File: src/rtl/alu_op_sequencer.sv
// Command sequencer for an external combinational ALU. Commands are queued in a FIFO
// and issued one at a time. Each result is held until the consumer accepts it.
module alu_op_sequencer #(
    parameter int DEPTH = 4,
    parameter int CNT_W = 16
) (
    input  logic             clk,
    input  logic             rst_n,
    input  logic             cmd_valid,
    output logic             cmd_ready,
    input  logic [2:0]       cmd_op,
    input  logic [31:0]      cmd_a,
    input  logic [31:0]      cmd_b,
    output logic [2:0]       alu_op,
    output logic [31:0]      alu_a,
    output logic [31:0]      alu_b,
    input  logic [31:0]      alu_result,
    output logic             res_valid,
    input  logic             res_ready,
    output logic [31:0]      res_data,
    output logic             res_err,
    output logic [CNT_W-1:0] done_cnt,
    output logic [7:0]       err_cnt
);
    localparam int PTR_W = (DEPTH > 1) ? $clog2(DEPTH) : 1;
    localparam logic [PTR_W:0] FULL_CNT = (PTR_W + 1)'(DEPTH);

    typedef enum logic [1:0] {IDLE = 2'd0, EXEC = 2'd1, RESP = 2'd2} state_e;

    typedef struct packed {
        logic [2:0]  op;
        logic [31:0] a;
        logic [31:0] b;
    } cmd_t;

    function automatic logic is_supported(input logic [2:0] op);
        return (op == 3'd0) || (op == 3'd1) || (op == 3'd7);
    endfunction

    cmd_t             mem_q [DEPTH];
    cmd_t             head;
    logic [PTR_W-1:0] wr_ptr_q, wr_ptr_d, rd_ptr_q, rd_ptr_d;
    logic [PTR_W:0]   count_q, count_d;
    state_e           state_q, state_d;
    logic [2:0]       alu_op_q, alu_op_d;
    logic [31:0]      alu_a_q, alu_a_d, alu_b_q, alu_b_d;
    logic             res_valid_q, res_valid_d, res_err_q, res_err_d;
    logic [31:0]      res_data_q, res_data_d;
    logic [CNT_W-1:0] done_cnt_q, done_cnt_d;
    logic [7:0]       err_cnt_q, err_cnt_d;
    logic             push, pop, dispatch;

    // Readiness depends only on registered occupancy, so a same-cycle pop never frees a slot early.
    assign cmd_ready = rst_n && (count_q != FULL_CNT);
    assign push      = cmd_valid && cmd_ready;
    assign head      = mem_q[rd_ptr_q];

    always_comb begin
        // NOTE: every signal gets a default first so no path through the case infers a latch.
        state_d     = state_q;
        alu_op_d    = alu_op_q;
        alu_a_d     = alu_a_q;
        alu_b_d     = alu_b_q;
        res_valid_d = res_valid_q;
        res_err_d   = res_err_q;
        res_data_d  = res_data_q;
        done_cnt_d  = done_cnt_q;
        err_cnt_d   = err_cnt_q;
        dispatch    = 1'b0;

        case (state_q)
            IDLE: dispatch = (count_q != '0);
            EXEC: begin
                res_data_d  = alu_result;
                res_err_d   = 1'b0;
                res_valid_d = 1'b1;
                state_d     = RESP;
            end
            RESP: begin
                if (res_valid_q && res_ready) begin
                    done_cnt_d = done_cnt_q + 1'b1;
                    if (res_err_q && (err_cnt_q != 8'hFF)) err_cnt_d = err_cnt_q + 8'd1;
                    if (count_q != '0) begin
                        dispatch = 1'b1;
                    end else begin
                        res_valid_d = 1'b0;
                        state_d     = IDLE;
                    end
                end
            end
            default: state_d = IDLE;
        endcase

        // Unsupported opcodes skip the ALU and leave its operands untouched.
        if (dispatch) begin
            if (is_supported(head.op)) begin
                alu_op_d    = head.op;
                alu_a_d     = head.a;
                alu_b_d     = head.b;
                res_valid_d = 1'b0;
                state_d     = EXEC;
            end else begin
                res_data_d  = '0;
                res_err_d   = 1'b1;
                res_valid_d = 1'b1;
                state_d     = RESP;
            end
        end
        pop = dispatch;

        wr_ptr_d = push ? wr_ptr_q + 1'b1 : wr_ptr_q;
        rd_ptr_d = pop  ? rd_ptr_q + 1'b1 : rd_ptr_q;
        count_d  = count_q;
        case ({push, pop})
            2'b10:   count_d = count_q + 1'b1;
            2'b01:   count_d = count_q - 1'b1;
            default: count_d = count_q;
        endcase
    end

    // NOTE: storage carries no reset; occupancy and pointers alone decide which entries are live.
    always_ff @(posedge clk) begin
        if (push) mem_q[wr_ptr_q] <= '{op: cmd_op, a: cmd_a, b: cmd_b};
    end

    // NOTE: sequential state uses non-blocking assignments so all flops update from pre-edge values.
    always_ff @(posedge clk or negedge rst_n) begin
        if (!rst_n) begin
            state_q     <= IDLE;
            wr_ptr_q    <= '0;
            rd_ptr_q    <= '0;
            count_q     <= '0;
            alu_op_q    <= '0;
            alu_a_q     <= '0;
            alu_b_q     <= '0;
            res_valid_q <= 1'b0;
            res_err_q   <= 1'b0;
            res_data_q  <= '0;
            done_cnt_q  <= '0;
            err_cnt_q   <= '0;
        end else begin
            state_q     <= state_d;
            wr_ptr_q    <= wr_ptr_d;
            rd_ptr_q    <= rd_ptr_d;
            count_q     <= count_d;
            alu_op_q    <= alu_op_d;
            alu_a_q     <= alu_a_d;
            alu_b_q     <= alu_b_d;
            res_valid_q <= res_valid_d;
            res_err_q   <= res_err_d;
            res_data_q  <= res_data_d;
            done_cnt_q  <= done_cnt_d;
            err_cnt_q   <= err_cnt_d;
        end
    end

    assign alu_op    = alu_op_q;
    assign alu_a     = alu_a_q;
    assign alu_b     = alu_b_q;
    assign res_valid = res_valid_q;
    assign res_err   = res_err_q;
    assign res_data  = res_data_q;
    assign done_cnt  = done_cnt_q;
    assign err_cnt   = err_cnt_q;
endmodule

File: config.mk
export PLATFORM = sky130hd
export DESIGN_NAME = alu_op_sequencer
export DESIGN_NICKNAME = d
export VERILOG_FILES = /design/src/rtl/alu_op_sequencer.sv
export SDC_FILE = /design/constraint.sdc
export NUM_CORES = 1
export LEC_CHECK = 0
export CORE_ASPECT_RATIO = 1.2
export CORE_MARGIN = 5
export CORE_UTILIZATION = 33
export DETAILED_ROUTE_END_ITERATION = 8
export GPL_TIMING_DRIVEN = 0
export HOLD_SLACK_MARGIN = 0.06
export PLACE_DENSITY_LB_ADDON = 0.2
export SLEW_MARGIN = 20
export SYNTH_ARGS = -nofsm -noshare
export SYNTH_HDL_FRONTEND = slang
export SYNTH_SLANG_ARGS = --single-unit
File: constraint.sdc
create_clock -name clk -period 3.8 [get_ports clk]
set_clock_uncertainty 0.05 [all_clocks]
set_input_delay 0.95 -clock clk [delete_from_list [all_inputs] [get_ports clk]]
set_output_delay 0.95 -clock clk [all_outputs]
set_load 0.1 [all_outputs]
==> out/qor.csv <==
stage;metric;value;unit
synthesis;Net Count, Synth;892;
die;DIE AREA;0.0500;mm2
routing;DR pass1 iterations;4;
layout;share of cells above drive strength 1;0.194;
synthesis;number of synthesized flops with an enable pin;268;
die;die height;244;um
worst_setup_path;Startpoint Class;primary input;
global_route;pin count of the biggest net entering global routing;85;
die;Core Area;0.0450;mm2
synthesis;largest family of logic cells by synthesized area;multiplexers;
worst_setup_path;critical path arrival;2470;ps
placement;Place WS;-717;ps
global_route;first-pass GRT wire length;52.8;mm
routing;drt wl/cell;20.0;um
synthesis;Mapped Cells;781;
worst_setup_path;CP endpoint kind;primary output;
synthesis;Yosys warnings;0;
synthesis;count leader, synth;edfxtp_1;
clocking;CTS tree;done;
worst_setup_path;worst setup path category;in2out;
pwr;Total Power;9880;uW
worst_hold_path;HP Class;in2async;
routing;DRT iter0 DRCs;271;
die;io pins;229;
routing;ANT nets after route;0;
die;row cnt;85;
worst_setup_path;CP Max Fanout;53;
synthesis;share of flip-flops with an asynchronous set or reset;0.333;
synthesis;Synth Cell Area;0.0150;mm2
placement;IO buf count;228;
synthesis;Post-synth top cells;edfxtp_1 (268), dfrtp_1 (134), nand2_1 (73);
placement;DP HPWL;21.0;mm
die;Die W;205;um
clocking;Worst-path clk slew;60;ps
routing;vias per std cell;4.61;
global_route;number of global-route vias before repair;8744;
synthesis;mux cell area share after synthesis;0.152;
pwr;PD cells;503;mW/mm2
synthesis;Yosys top cell area share;0.535;
placement;gp weighted congestion;0.722;
synthesis;dominant synthesized flop cell;edfxtp_1;
sta;max-slew violations;0;
clocking;Clock Tree Root;clkbuf_16;
run_status;status;finished clean;
clocking;number of buffers created by CTS;43;
synthesis;Yosys top cell by area;edfxtp_1;
die;initial core utilization;0.334;
synthesis;Area contributors post-synth;edfxtp_1 (54%), dfrtp_1 (22%), mux4_2 (10%), mux2_2 (3.8%), nand2_1 (1.8%);
synthesis;syn avg cell area;19.3;um2
global_route;total track usage;0.137;
routing;DRC;0;
sta;Final Hold Viols;0;
pwr;VDD IR max;420;uV
global_route;initial antenna violation count;2;
clocking;CTS Hold Bufs;0;
layout;final core utilization;0.437;
sta;endpoints failing setup;0;
synthesis;area share of fa/ha/maj cells after synthesis;0.00716;
synthesis;Synth Area in XOR/XNOR;0.0163;
sta;Final period util;0.914;
routing;wire length after detailed routing;34.1;mm
layout;Finished Layout Cells;1705;
clocking;worst skew pair latency;550;ps
synthesis;count of state elements after synthesis;402;
worst_setup_path;Critical Path RT;2800;ps
clocking;Setup Buffers After CTS;0;
clocking;H-tree levels;2;
job;Max Cap Viol;0;
synthesis;Synth Area in Compound Gates;0.0164;
worst_setup_path;number of cells on the worst reg-to-reg path;7;
layout;Syn-to-layout area delta;30.8;%
sta;Fmax achieved;0.288;GHz
layout;Fill cells;4102;
sta;Tmin final;3470;ps
clocking;Clock Tree Buf Depth;3;
synthesis;post-synthesis simple-gate area fraction;0.0364;
pwr;P_leak;0.00731;uW
placement;placed cells;1623;
sta;unrepaired setup endpoints after global routing;false;
layout;Layout Nets;1172;
synthesis;Seq/Total Area, Yosys;0.758;
sta;slew margin rel.;0.248;
sta;hold slack;279;ps
sta;Slew @ Worst Pin;1120;ps
routing;vias post-DR;7861;
synthesis;post-synthesis cell type count;39;
sta;final setup margin;328;ps
global_route;Overflow after GRT;0;
clocking;clk sinks;402;
[path summary, 6_finish.rpt]
kind	start	end	slack (ps)
max	rst_n	cmd_ready	330
min	rst_n	done_cnt[9]	280
max reg2reg	rd_ptr_q[0]	alu_a[28]	1020
min reg2reg	done_cnt[15]	done_cnt[15]	420
max in group asynchronous	rst_n	alu_b[8]	2740
min in group clk	done_cnt[15]	done_cnt[15]	420
[per-stage QoR]
| step | setup TNS, ps | cell area (um2) |
|---|---|---|
| 2_1_floorplan | 0 | 15000 |
| 3_3_place_gp | -2306540 | 18100 |
| 3_5_place_dp | -717 | 18300 |
| 4_1_cts | 0 | 19600 |
| 5_1_grt | 0 | 19700 |
| 6_report | 0 | 19700 |
[layout make-up]
class / instances / area, um2 / share of cell area
buffer: 33 / 159 / 0.00808
clock buffer: 57 / 1170 / 0.0594
clock inverter: 21 / 205 / 0.0104
timing repair buffer: 235 / 2460 / 0.125
sequential: 402 / 11400 / 0.580
tap: 609 / 762 / 0.0387
antenna: 2 / 5.00 / 0.000254
inverter: 12 / 45.0 / 0.00229
multi-input combinational: 334 / 3460 / 0.176
[layout by cell type, fill, tap and decap left out, types with 7 or more instances in the layout]
master and count:
buf_2 7, xnor2_1 11, a21oi_1 34, ha_1 7
edfxtp_1 268, mux2_1 17, clkinv_2 10, clkbuf_1 27
inv_1 12, nor2_1 8, nand4_1 7, dfrtp_1 134
nand2_1 73, clkdlybuf4s50_1 226, mux2_2 51, clkbuf_16 44
mux4_2 67, xor2_1 17, nor3_1 8
[kinds of logic (layout without fill, tap and decap cells)]
logic type,after synthesis,in the layout
simple gates,119,119
xor+xnor,28,28
compound gates,43,43
other cells,0,2
buf+inv,45,358
flops,402,402
mux,136,136
fa+ha+maj,8,8
[where the power goes]
part | total, uW | leakage (uW) | internal, uW | switching [uW]
registers | 5110 | 0.00427 | 5040 | 72.2
logic | 663 | 0.00236 | 278 | 385
clock network | 4110 | 0.000679 | 2430 | 1680
total | 9880 | 0.00731 | 7750 | 2130
[critical path, stage by stage]
cell,delay (ps)
buf_8,370
buf_16,290
inv_1,80
a31oi_2,310
clkbuf_4,420
[what timing repair did]
action                     4_1_cts  5_1_grt
pin swaps                        0        0
gates cloned                     0        1
gates resized for setup          5        1
setup endpoints to repair        1        1
[metal layers]
layer | share of wire | vias up | routed length (um) | GRT usage
met2 | 0.49 | 209 | 16700 | 0.231
met1 | 0.42 | 4028 | 14300 | 0.173
li1 | - | 3572 | - | -
met5 | 0.00076 | - | 26 | 0
met3 | 0.071 | 48 | 2430 | 0.0422
met4 | 0.021 | 4 | 700 | 0.0359
[state kept, by name, indices dropped and copies added, names as in the netlist]
| name | cells |
|---|---|
| res_valid | 1 |
| alu_a | 32 |
| state_q | 2 |
| count_q | 3 |
| rd_ptr_q | 2 |
| alu_op | 3 |
| wr_ptr_q | 2 |
| res_data | 32 |
| res_err | 1 |
| done_cnt | 16 |
| alu_b | 32 |
| err_cnt | 8 |
| mem_q | 268 |
No activity file was read; power rests on OpenSTA's default activity.
